**config.mk**
```make
export PLATFORM = sky130hd
export DESIGN_NAME = cpu7_ifu_fcl
export DESIGN_NICKNAME = d
export VERILOG_FILES = /design/src/rtl/cpu7_ifu_fcl.sv
export SDC_FILE = /design/constraint.sdc
export NUM_CORES = 1
export LEC_CHECK = 0
export ABC_AREA = 0
export BUFFER_PORTS_ARGS = -buffer_cell sky130_fd_sc_hd__buf_2
export CAP_MARGIN = 5
export CORE_AREA = 2 2 39 41
export DETAILED_ROUTE_END_ITERATION = 8
export DIE_AREA = 0 0 41 43
export PLACE_DENSITY = 0.74
export RECOVER_POWER = 25
export SETUP_SLACK_MARGIN = 0.05
export SLEW_MARGIN = 20
export SYNTH_ARGS = -nofsm -noshare
export SYNTH_HDL_FRONTEND = slang
export SYNTH_SLANG_ARGS = --single-unit
```
**constraint.sdc**
```tcl
create_clock -name clock -period 10.25 [get_ports clock]
set_input_delay 1.5375 -clock clock [delete_from_list [all_inputs] [get_ports clock]]
set_output_delay 1.5375 -clock clock [all_outputs]
set_load 0.02 [all_outputs]
```
**src/rtl/cpu7_ifu_fcl.sv**
```systemverilog
// cpu7_ifu_fcl -- instruction fetch control.
// Tracks in-flight icache requests, discards responses orphaned by a branch
// redirect, parks returning instructions in a small hold buffer while the EXU
// stalls fetch, and drives the active-low one-hot pc_bf mux selects.
// Optional feature: define CPU7_IFU_FCL_PERF_EN to add fcl_perf_stall_cnt.
//
// state    | meaning
// ---------+-----------------------------------------------------------
// ST_INIT  | first cycle out of reset; no fetch, pc_bf takes init value
// ST_RUN   | fetching and decoding
// ST_STALL | EXU held fetch last cycle (counted by the perf counter)
//
// The stall request itself gates the outputs in the same cycle, so RUN and
// STALL only differ in what they mean for the perf counter.

module cpu7_ifu_fcl #(
    parameter int MAX_OUTST = 1
) (
    input  logic        clock,
    input  logic        reset,
    input  logic        inst_addr_ok,
    input  logic        inst_valid,
    input  logic        br_cancel,
    input  logic        exu_ifu_stall_req,
    output logic        inst_req,
    output logic        inst_cancel,
    output logic        fcl_fdp_pcbf_sel_init_bf_l,
    output logic        fcl_fdp_pcbf_sel_old_bf_l,
    output logic        fcl_fdp_pcbf_sel_pcinc_bf_l,
    output logic        fcl_fdp_pcbf_sel_brpc_bf_l,
    output logic        fcl_fdp_dec_valid,
    output logic        fcl_fdp_dec_sel_hold,
    output logic        fcl_fdp_hold_push,
    output logic        fcl_fdp_hold_pop
`ifdef CPU7_IFU_FCL_PERF_EN
    ,
    output logic [31:0] fcl_perf_stall_cnt
`endif
);

    typedef enum logic [1:0] {
        ST_INIT  = 2'd0,
        ST_RUN   = 2'd1,
        ST_STALL = 2'd2
    } state_t;

    localparam logic [2:0] MAX3 = 3'(MAX_OUTST);

    state_t     state;
    logic [1:0] outst;
    logic [1:0] drop_cnt;
    logic [1:0] hold_cnt;
    logic [1:0] outst_nxt;
    logic [1:0] drop_nxt;
    logic [1:0] hold_nxt;

    logic       in_init;
    logic       active;
    logic       vld;
    logic       dropped;
    logic       deliver;
    logic       accept;
    logic [2:0] load;

    // Fetch/decode handshakes; stall and redirect act in the same cycle.
    always_comb begin
        in_init = reset | (state == ST_INIT);
        active  = ~in_init & ~exu_ifu_stall_req;
        // A response with nothing outstanding (e.g. stale after reset) is ignored.
        vld     = inst_valid & ~in_init & (outst != 2'd0);
        dropped = vld & (drop_cnt != 2'd0);
        deliver = vld & ~dropped & ~br_cancel;

        fcl_fdp_hold_pop     = active & ~br_cancel & (hold_cnt != 2'd0);
        fcl_fdp_hold_push    = deliver & ~(active & (hold_cnt == 2'd0));
        fcl_fdp_dec_valid    = fcl_fdp_hold_pop | (deliver & active & (hold_cnt == 2'd0));
        fcl_fdp_dec_sel_hold = fcl_fdp_hold_pop;

        // Slots already spoken for: in flight plus parked, less the one leaving now.
        load     = {1'b0, outst} + {1'b0, hold_cnt} - {2'b00, fcl_fdp_dec_valid};
        inst_req = active & ~br_cancel & (load < MAX3);
        accept   = inst_req & inst_addr_ok;

        inst_cancel = ~in_init & br_cancel;

        fcl_fdp_pcbf_sel_init_bf_l  = 1'b1;
        fcl_fdp_pcbf_sel_old_bf_l   = 1'b1;
        fcl_fdp_pcbf_sel_pcinc_bf_l = 1'b1;
        fcl_fdp_pcbf_sel_brpc_bf_l  = 1'b1;
        if (in_init) begin
            fcl_fdp_pcbf_sel_init_bf_l = 1'b0;
        end else if (br_cancel) begin
            fcl_fdp_pcbf_sel_brpc_bf_l = 1'b0;
        end else if (accept) begin
            fcl_fdp_pcbf_sel_pcinc_bf_l = 1'b0;
        end else begin
            fcl_fdp_pcbf_sel_old_bf_l = 1'b0;
        end
    end

    // Counter next-state: a redirect turns everything still in flight into drops.
    always_comb begin
        outst_nxt = outst;
        drop_nxt  = drop_cnt;
        hold_nxt  = hold_cnt;
        if (br_cancel & ~in_init) begin
            drop_nxt  = outst - {1'b0, vld};
            outst_nxt = outst - {1'b0, vld};
            hold_nxt  = 2'd0;
        end else begin
            outst_nxt = outst + {1'b0, accept} - {1'b0, vld};
            drop_nxt  = drop_cnt - {1'b0, dropped};
            hold_nxt  = hold_cnt + {1'b0, fcl_fdp_hold_push} - {1'b0, fcl_fdp_hold_pop};
        end
    end

    // State and counter registers with synchronous reset.
    always_ff @(posedge clock) begin
        if (reset) begin
            state    <= ST_INIT;
            outst    <= 2'd0;
            drop_cnt <= 2'd0;
            hold_cnt <= 2'd0;
        end else begin
            case (state)
                ST_INIT:  state <= ST_RUN;
                ST_RUN:   state <= exu_ifu_stall_req ? ST_STALL : ST_RUN;
                ST_STALL: state <= exu_ifu_stall_req ? ST_STALL : ST_RUN;
                default:  state <= ST_INIT;
            endcase
            outst    <= outst_nxt;
            drop_cnt <= drop_nxt;
            hold_cnt <= hold_nxt;
        end
    end

`ifdef CPU7_IFU_FCL_PERF_EN
    // Count cycles spent in STALL; wraps naturally at 2^32.
    always_ff @(posedge clock) begin
        if (reset) begin
            fcl_perf_stall_cnt <= 32'd0;
        end else if (state == ST_STALL) begin
            fcl_perf_stall_cnt <= fcl_perf_stall_cnt + 32'd1;
        end
    end
`endif

endmodule

```
==> impl_metrics.py <==
metrics = {
    "synth": {
        "syn_area_um2": 638,
        "synth_top_flop_cell": "dfxtp_1",
        "synth_seq_cells": 8,
        "synth_edf_count": 0,
        "yosysWarnings": 0,
        "yosysSeqAreaShare": 0.251,
        "syn_inst": 74,
        "syn-num-nets": 92,
        "async_reset_ff_frac": 0,
        "synth_area_per_cell_um2": 8.62,
        "synth.distinct_cells": 28,
    },
    "power_and_ir_drop": {
        "p_int_mw": 0.0512,
        "p_leak_nw": 0.368,
        "seqPwrFrac": 0.468,
        "combinationalPowerShare": 0.198,
        "p_clk_frac": 0.334,
        "p_per_area_mw_per_mm2": 96.1,
        "swShare": 0.283,
        "peakVddDrop_uv": 55.8,
        "power_mw": 0.0714,
        "power.switching_mw": 0.0202,
    },
    "critical_path": {
        "cp_data_arrival_time_ns": 4.39,
        "worstSetupPathType": "primary input to primary output",
        "worstPathRequired_ns": 8.71,
        "cp-start-kind": "primary input",
        "cp_top_family": "simple AND/OR/NAND/NOR gates",
        "cp_num_buf_inv": 4,
        "cp-end-kind": "primary output",
        "cpPeakStageDelay_ns": 0.54,
        "path_cells": "clkbuf_1, nor2_1, o2111ai_1, a21oi_1, ha_1, inv_1, ha_1, inv_1, fa_1, xnor2_1, or4b_4, nand3b_2, buf_2",
        "crit_path_max_fanout": 12,
        "crit_slowest_cell": "or4b_4",
    },
    "finish": {
        "antenna_cells": 0,
        "final_area_um2": 743,
        "drive_gt1_frac": 0.233,
        "fin_util": 0.537,
        "layout.cells.most_common": "buf_2",
        "synthToLayoutAreaGrowth_pct": 16.5,
        "nFillCells": 140,
        "layout_common_cells": "14 x buf_2, 12 x inv_1, 11 x ha_1",
        "nets": 110,
    },
    "sta": {
        "min_period_ns": 5.93,
        "hold_violations": 0,
        "skew_ns": 0.00350,
        "drv_slew": 0,
        "tns_ns": 0,
        "worst_pin_slew_ns": 0.468,
        "fin_crit_sh": 0.578,
        "holdWs_ns": 0.558,
        "maxSlewHeadroom": 0.688,
        "rsz0062_at_grt": "false",
        "fmax_mhz": 169,
        "setup_viol": 0,
    },
    "run_status": {
        "status": "completed",
    },
    "clock_network": {
        "cts_root_buf": "clkbuf_4",
        "ctsHoldBuffers": 0,
        "cts_tree": "built",
        "clkSinkCount": 8,
        "cts_buffers": 3,
        "clockBufferDepth": 2,
        "post_cts_resized": 0,
        "worstSkewPairLatency_ns": 0.25,
        "cts-htree-levels": 1,
        "clk_pin_slew_ns": 0.06,
        "post_cts_buffers": 0,
    },
    "place": {
        "io_buffer_count": 15,
        "place_congestion": 0.785,
        "placed_cell_area_um2": 722,
        "place_hpwl_um": 1010,
    },
    "route": {
        "initialDrtViolationCount": 17,
        "num_vias": 563,
        "wl_per_cell_um": 11.3,
        "wl_um": 1190,
        "postRouteAntennaNets": 0,
        "drc": 0,
        "via_per_inst": 5.31,
        "firstDrtPassIters": 4,
    },
    "grt": {
        "grt_max_degree": 13,
        "antenna_found_initial": 0,
        "grt_pass1_vias": 477,
        "grt_first_pass_wirelength_um": 1960,
        "grt.total_usage": 0.165,
        "gr-total-overflow": 0,
    },
    "floorplanning": {
        "die_h_um": 43,
        "die_w_um": 41,
        "boundaryPins": 16,
        "core.rowCount": 14,
        "initial_core_util": 0.461,
        "core_mm2": 0.00138,
        "die_area_mm2": 0.00176,
    },
    "min_path": {
        "min_path_type": "register to register",
    },
    "job": {
        "cap_violations": 0,
    },
}
==> registers in the layout, summed over array words and instances (netlist names) <==
signal / flops
drop_cnt: 2
hold_cnt: 2
outst: 2
state: 2
==> final cells by class <==
type,instances,area [um2],share of cell area
clock buffers,3,22.5,0.0303
inverters,13,48.8,0.0657
multi-input cells,51,418,0.562
flip-flops and latches,8,160,0.215
well taps,16,20.0,0.0269
repair buffers,15,73.8,0.0993
==> stage by stage <==
step / std cells / setup WS [ns]
3_3_place_gp: 103 / 4.49
6_report: 106 / 4.32
5_1_grt: 106 / 4.11
4_1_cts: 106 / 4.44
2_1_floorplan: 74 / 4.36
3_5_place_dp: 103 / 4.44
==> tightest hold or removal path, delay by kind of cell, from the launching register on <==
kind | cells | cell delay, ns
and+or+nand+nor | 1 | 0.04
adders and majority gates | 1 | 0.14
DFF | 1 | 0.32
==> metal layers <==
metal  routed length, um  global-route usage
met1                 515               0.213
met2                 596               0.241
met3                  69              0.0314
met4                  12               0.100
met5                   0                   0
==> worst paths after layout <==
kind            start                   endpoint  slack, ns  cells after the start
max             reset  fcl_fdp_pcbf_sel_old_bf_l       4.32                     13
min          state[0]                   state[0]       0.56                      2
max reg2reg  state[0]                   outst[1]       6.07                     18
min reg2reg  state[0]                   state[0]       0.56                      2
==> cell usage after synthesis (2+ instances only) <==
| master | instances | area [um2] |
|---|---|---|
| inv_1 | 12 | 45.0 |
| ha_1 | 11 | 138 |
| nor2_1 | 9 | 33.8 |
| dfxtp_1 | 8 | 160 |
| nor3_1 | 4 | 20.0 |
| xnor2_1 | 4 | 35.0 |
| a21oi_1 | 2 | 10.0 |
| nand2_1 | 2 | 7.51 |
| o21ai_0 | 2 | 10.0 |
| xor2_1 | 2 | 17.5 |
==> power groups by stage <==
stage                     combinational [mW]  sequential (mW)  clock (mW)
after floorplan                      0.00997           0.0339           0
after global placement                0.0139           0.0341           0
after detailed placement              0.0143           0.0341           0
after CTS                             0.0143           0.0334      0.0250
after global routing                  0.0159           0.0337      0.0272
final                                 0.0141           0.0334      0.0239
==> logic make-up after synthesis <==
kind of cell    share of synthesized area
flops                               0.251
compound gates                     0.0843
xor+xnor                           0.0824
mux                                0.0333
simple gates                        0.208
buf+inv                            0.0941
fa+ha+maj                           0.247
(Power assumes the default switching activity.)
